`src/rtl/keypad_encoder.sv`:
```
// Keypad and start/stop button front end: synchronises and debounces raw inputs,
// turns a stable single key into a one-cycle BCD/one-hot strobe and the buttons into press pulses.
module keypad_encoder #(
  parameter int DB_CYCLES = 3
) (
  input  logic       clk,
  input  logic       clear,
  input  logic [9:0] keypad_raw,
  input  logic       startn_raw,
  input  logic       stopn_raw,
  output logic [3:0] digit,
  output logic       digit_valid,
  output logic [9:0] keypad,
  output logic       start_pulse,
  output logic       stop_pulse
);

  localparam logic [3:0] DB_W = 4'(DB_CYCLES);

  typedef enum logic [1:0] {
    S_IDLE,
    S_ARM,
    S_HELD,
    S_REL
  } key_state_t;

  logic [9:0] r_kp_s1;
  logic [9:0] r_kp_s2;

  key_state_t r_state;
  key_state_t w_state_next;
  logic [3:0] r_cnt;
  logic [3:0] w_cnt_next;
  logic [3:0] w_cnt_inc;
  logic [3:0] r_cand;
  logic [3:0] w_cand_next;
  logic [3:0] r_digit;
  logic [3:0] w_digit_next;
  logic       r_valid;
  logic       w_valid_next;

  logic [3:0] w_kp_count;
  logic [3:0] w_kp_idx;
  logic       w_kp_none;
  logic       w_kp_key;

  logic [1:0] w_btn_n_raw;
  logic [1:0] w_btn_rise;
  logic       r_start_pulse;
  logic       r_stop_pulse;

  always_ff @(posedge clk or posedge clear) begin
    if (clear) begin
      r_kp_s1 <= '0;
      r_kp_s2 <= '0;
    end else begin
      r_kp_s1 <= keypad_raw;
      r_kp_s2 <= r_kp_s1;
    end
  end

  // Classify the synchronised lines: none, exactly one key (with its index), or several.
  always_comb begin
    w_kp_count = '0;
    w_kp_idx   = '0;
    for (int i = 0; i < 10; i++) begin
      w_kp_count = w_kp_count + {3'b000, r_kp_s2[i]};
      if (r_kp_s2[i]) begin
        w_kp_idx = 4'(i);
      end
    end
  end

  assign w_kp_none = (w_kp_count == 4'd0);
  assign w_kp_key  = (w_kp_count == 4'd1);
  assign w_cnt_inc = (r_cnt >= DB_W) ? DB_W : r_cnt + 4'd1;

  always_ff @(posedge clk or posedge clear) begin
    if (clear) begin
      r_state <= S_IDLE;
      r_cnt   <= '0;
      r_cand  <= '0;
      r_digit <= '0;
      r_valid <= 1'b0;
    end else begin
      r_state <= w_state_next;
      r_cnt   <= w_cnt_next;
      r_cand  <= w_cand_next;
      r_digit <= w_digit_next;
      r_valid <= w_valid_next;
    end
  end

  always_comb begin
    w_state_next = r_state;
    w_cnt_next   = r_cnt;
    w_cand_next  = r_cand;
    w_digit_next = r_digit;
    w_valid_next = 1'b0;
    case (r_state)
      S_IDLE: begin
        if (w_kp_key) begin
          w_state_next = S_ARM;
          w_cand_next  = w_kp_idx;
          w_cnt_next   = 4'd1;
        end
      end
      S_ARM: begin
        if (w_kp_key && (w_kp_idx == r_cand)) begin
          if (w_cnt_inc >= DB_W) begin
            w_state_next = S_HELD;
            w_digit_next = r_cand;
            w_valid_next = 1'b1;
            w_cnt_next   = '0;
          end else begin
            w_cnt_next = w_cnt_inc;
          end
        end else if (w_kp_key) begin
          w_cand_next = w_kp_idx;
          w_cnt_next  = 4'd1;
        end else begin
          w_state_next = S_IDLE;
          w_cnt_next   = '0;
        end
      end
      S_HELD: begin
        if (w_kp_none) begin
          w_state_next = S_REL;
          w_cnt_next   = 4'd1;
        end
      end
      S_REL: begin
        // Any activity during release is bounce: go back to HELD so no second strobe can occur.
        if (w_kp_none) begin
          if (w_cnt_inc >= DB_W) begin
            w_state_next = S_IDLE;
            w_cnt_next   = '0;
          end else begin
            w_cnt_next = w_cnt_inc;
          end
        end else begin
          w_state_next = S_HELD;
          w_cnt_next   = '0;
        end
      end
      default: begin
        w_state_next = S_IDLE;
        w_cnt_next   = '0;
      end
    endcase
  end

  assign w_btn_n_raw = {stopn_raw, startn_raw};

  for (genvar gi = 0; gi < 2; gi++) begin : g_btn
    logic       r_s1;
    logic       r_s2;
    logic       r_lvl;
    logic [3:0] r_bcnt;
    logic [3:0] w_binc;
    logic       w_pressed;
    logic       w_differs;

    assign w_pressed      = ~r_s2;
    assign w_differs      = (w_pressed != r_lvl);
    assign w_binc         = (r_bcnt >= DB_W) ? DB_W : r_bcnt + 4'd1;
    assign w_btn_rise[gi] = w_differs & w_pressed & (w_binc >= DB_W);

    always_ff @(posedge clk or posedge clear) begin
      if (clear) begin
        r_s1   <= 1'b1;
        r_s2   <= 1'b1;
        r_lvl  <= 1'b0;
        r_bcnt <= '0;
      end else begin
        r_s1 <= w_btn_n_raw[gi];
        r_s2 <= r_s1;
        if (w_differs) begin
          if (w_binc >= DB_W) begin
            r_lvl  <= w_pressed;
            r_bcnt <= '0;
          end else begin
            r_bcnt <= w_binc;
          end
        end else begin
          r_bcnt <= '0;
        end
      end
    end
  end

  // Stop wins a same-cycle tie; start's level still flips, so that press is consumed.
  always_ff @(posedge clk or posedge clear) begin
    if (clear) begin
      r_start_pulse <= 1'b0;
      r_stop_pulse  <= 1'b0;
    end else begin
      r_start_pulse <= w_btn_rise[0] & ~w_btn_rise[1];
      r_stop_pulse  <= w_btn_rise[1];
    end
  end

  for (genvar gi = 0; gi < 10; gi++) begin : g_onehot
    assign keypad[gi] = r_valid & (r_digit == 4'(gi));
  end

  assign digit       = r_digit;
  assign digit_valid = r_valid;
  assign start_pulse = r_start_pulse;
  assign stop_pulse  = r_stop_pulse;

endmodule

```
`config.mk`:
```
export PLATFORM = sky130hd
export DESIGN_NAME = keypad_encoder
export DESIGN_NICKNAME = d
export VERILOG_FILES = /design/src/rtl/keypad_encoder.sv
export SDC_FILE = /design/constraint.sdc
export NUM_CORES = 1
export LEC_CHECK = 0
export ABC_AREA = 1
export CAP_MARGIN = 30
export CORE_MARGIN = 8
export CORE_UTILIZATION = 40
export CTS_BUF_LIST = sky130_fd_sc_hd__clkbuf_16
export DETAILED_ROUTE_END_ITERATION = 8
export GPL_TIMING_DRIVEN = 0
export MAX_ROUTING_LAYER = met4
export PLACE_DENSITY_LB_ADDON = 0.3
export SETUP_SLACK_MARGIN = 0.5
export SYNTH_ARGS = -nofsm -noshare
export SYNTH_HDL_FRONTEND = slang
export SYNTH_SLANG_ARGS = --single-unit
```
`constraint.sdc`:
```
create_clock -name clk -period 11.09 [get_ports clk]
set_clock_uncertainty 0.2 [all_clocks]
set_input_delay 3.327 -clock clk [delete_from_list [all_inputs] [get_ports clk]]
set_output_delay 3.327 -clock clk [all_outputs]
set_load 0.005 [all_outputs]
```
==> Flow_metrics.wiki <==
{| class="wikitable"
! Metric !! Value
|-
| Total track usage || 9.88%
|-
| Fraction of power spent switching nets || 34.1%
|-
| Initial cell density of the core || approximately two fifths
|-
| Final TNS setup || 0 ns
|-
| Reg-to-reg critical path startpoint || r_kp_s2[9]
|-
| Number of antenna repair diodes || 0
|-
| Count of flip-flops with a built-in enable after synthesis || 0
|-
| Layout area overhead || 24.5%
|-
| # Max-Cap Violations || 0
|-
| Average instance area after synthesis || between 9 and 10 um2
|-
| Floorplan row count || 28
|-
| Maximum resistive drop on vdd || 0.123 mV
|-
| Clock tree from TritonCTS || yes
|-
| Die Footprint || roughly 8500 um2
|-
| Category of the most critical setup path || register to primary output
|-
| Synthesis Warnings || 0
|-
| Int Power || 363 uW
|-
| CTS Buf Count || 5
|-
| Launch point of the worst hold path || r_kp_s1[4]
|-
| Most frequently used flop master after synthesis || dfrtp_1
|-
| Number of buffers on the longest clock path || 2
|-
| Horizontal die dimension || roughly 92 um
|-
| Fraction of power consumed by sequential logic || a little over two fifths
|-
| Multi-input combinational cell area || between 800 and 900 um2
|-
| Detail Placement HPWL || 2.99 mm
|-
| Buffers added on ports || 30
|-
| Worst hold path class || register to register
|-
| Final Hold Violating Endpoints || 0
|-
| Clock power share || 27.1%
|-
| Clock latency on the worst-skew pair || 0.29 ns
|-
| Final Critical Period || 5.11 ns
|-
| Power Dens Cells || 190 nW/um2
|-
| Post-synthesis instance area || 2330 um2
|-
| Number of global-route vias before repair || 1,609
|-
| Reg-to-reg slack, setup || 6.86 ns
|-
| Delay of the slowest critical-path stage || between 0.5 and 0.6 ns
|-
| Arrival time of data at the critical path endpoint || 1.58 ns
|-
| Commonest cells after routing, fill and taps aside || inv_1, nand2_1, dfrtp_1
|-
| Post-Route WL || 3.81 mm
|-
| Worst endpoint required time || 7.56 ns
|-
| Family with the most delay on the worst path || buffers and inverters
|-
| NetSw || 188 uW
|-
| #FFs+latches synth || 51
|-
| Routed len/inst || between 10 and 15 um
|-
| Async S/R FF share, synth || 100%
|-
| Sequential element share of the synthesized area || 54.9%
|-
| Root Buffer Master || clkbuf_16
|-
| Post-CTS sizing || 0
|-
| Type of element capturing the critical path || primary output
|-
| Comb power frac || 31.0%
|-
| Post-cts hold buffer count || 0
|-
| Deepest level of the CTS H-tree || 2
|-
| Portion of the clock cycle consumed by the worst path in the final layout || 46.0%
|-
| Slowest cell on the critical path || clkdlybuf4s50_1
|-
| Fin. max-slew vios || 0
|-
| Number of fillers in the final layout || about 540
|-
| FF/Latch Area || 1280 um2
|-
| Antenna Violating Nets Remaining || 0
|-
| Number of design rule violations left after detail routing || 0
|-
| Die Y-Extent || a little over 90 um
|-
| Final Wtd Congestion || roughly 0.82
|-
| Synth cell types || 28
|-
| Unrepaired setup endpoints after global routing || no
|-
| Iteration-0 DRC Markers || 42
|-
| Biggest fanout along the worst timing path || 4
|-
| Clock transition at the registers of the reported paths || 0.07 ns
|-
| Worst path setup slack after routing || between 5 and 6 ns
|-
| Cell breakdown of the critical path || inv_1 > nand3_1 > nor2_1 > clkdlybuf4s50_1
|-
| I/O pin count || 31
|-
| Result of the run || completed
|-
| Antenna violations before repair || 0
|-
| Wire length of the first global-routing pass || approximately 6.8 mm
|-
| Post-place setup slack || about 6.3 ns
|-
| Mapped Cells || 245
|-
| Via count normalized by instance count || around 4.5
|-
| Highest achievable clock rate || about 200 MHz
|-
| P_leak || 0.00141 uW
|-
| Final setup violation count || 0
|-
| Buffers and inverters on the worst path || 2
|-
| Worst setup path startpoint || digit[3]
|-
| Pre-antenna DRT Iters || 4
|-
| Total clock sinks || between 50 and 60
|-
| Pin count of the biggest net entering global routing || 33
|-
| Share of post-route cells with drive strength above 1 || 9.06%
|-
| Standard cell core area || 5780 um2
|-
| Total vias in the final route || 1,621
|-
| Overflow left after global routing || 0
|-
| # nets final || 313
|-
| Postcts setup bufs || 0
|-
| Startpoint Class || register
|}
[worst reg2reg max path: stages (launching register included)]
cell and delay (ns):
dfrtp_1 0.47, fa_1 0.47, fa_1 0.49, inv_1 0.05, fa_1 0.42, inv_1 0.06, ha_1 0.17, inv_1 0.06
fa_1 0.41, nor3_2 0.23, nand2_1 0.14, a21oi_4 0.17, nand2_1 0.11, nor2_4 0.15, nand3_4 0.11, a21oi_4 0.19
nand3_2 0.09, nand2_1 0.08, nand2_1 0.06
[cell families after synthesis]
logic type / Yosys count / synth area share (%)
simple gates: 109 / 22.2
buf+inv: 50 / 8.04
flops: 51 / 54.9
compound gates: 21 / 5.79
other cells: 1 / 0.161
fa+ha+maj: 13 / 8.90
[final timing paths]
kind                                  to  cells after the start
setup / recovery               keypad[3]                      4
hold / removal                r_kp_s2[4]                      0
setup reg to reg              r_state[0]                     18
hold reg to reg               r_kp_s2[4]                      0
max in group asynchronous  g_btn[1].r_s2                      3
min in group asynchronous      r_cand[0]                      2
[cells in the mapped netlist (2+ instances only)]
master   count  share of area (%)
ha_1         7                3.8
nor2_1      28                4.5
nand4_1      5                1.3
o21ai_0      8                1.7
fa_1         6                5.1
o21ai_1      3               0.64
nand2_1     49                7.9
inv_1       49                7.9
a21oi_4      2                1.4
nand3_1     10                2.1
nand2_2      2               0.54
dfrtp_1     47                 50
nor2_4       3                1.4
nor3_1       5                1.1
dfstp_2      4                4.5
a21oi_1      5                1.1
[per-layer routing]
| layer | track usage, % | share of wire [%] | vias to the layer above |
|---|---|---|---|
| li1 | - | - | 826 |
| met1 | 11.7 | 47 | 756 |
| met2 | 15.7 | 46 | 33 |
| met3 | 2.59 | 4.5 | 6 |
| met4 | 4.16 | 1.8 | 0 |
| met5 | - | 0 | - |
[registers in the layout, indices dropped and copies added, names as in the netlist, 2 cells and up]
name and count:
r_cand 4, g_btn.r_lvl 2, r_kp_s1 10, g_btn.r_s2 2
g_btn.r_s1 2, r_kp_s2 10, r_state 2, r_cnt 4
g_btn.r_bcnt 8, digit 4
[cell type report]
cell class / count / share of cell area [%]
clock inverter: 3 / 0.689
inverter: 50 / 6.46
clock buffer: 5 / 4.31
tap: 75 / 3.23
sequential: 51 / 44.1
multi-input combinational: 147 / 30.2
timing repair buffer: 31 / 11.0
[metrics by stage]
step                      util, %  hold WS, ns  std cells  area [um2]  power, uW
after floorplan                 -        0.131        248        2340        362
after global placement       47.4        0.134        353        2740        399
after detailed placement     47.7        0.135        354        2760        407
after CTS                    50.2        0.145        362        2900        558
after global routing         50.2        0.157        362        2900        593
final                        50.2        0.143        362        2900        552
[power groups by stage]
stage | sequential [uW] | combinational, uW | clock [uW]
after floorplan | 232 | 130 | 0
after global placement | 235 | 164 | 0
after detailed placement | 235 | 172 | 0
after CTS | 232 | 173 | 153
after global routing | 236 | 198 | 159
final | 231 | 171 | 149
(Power assumes the default switching activity.)
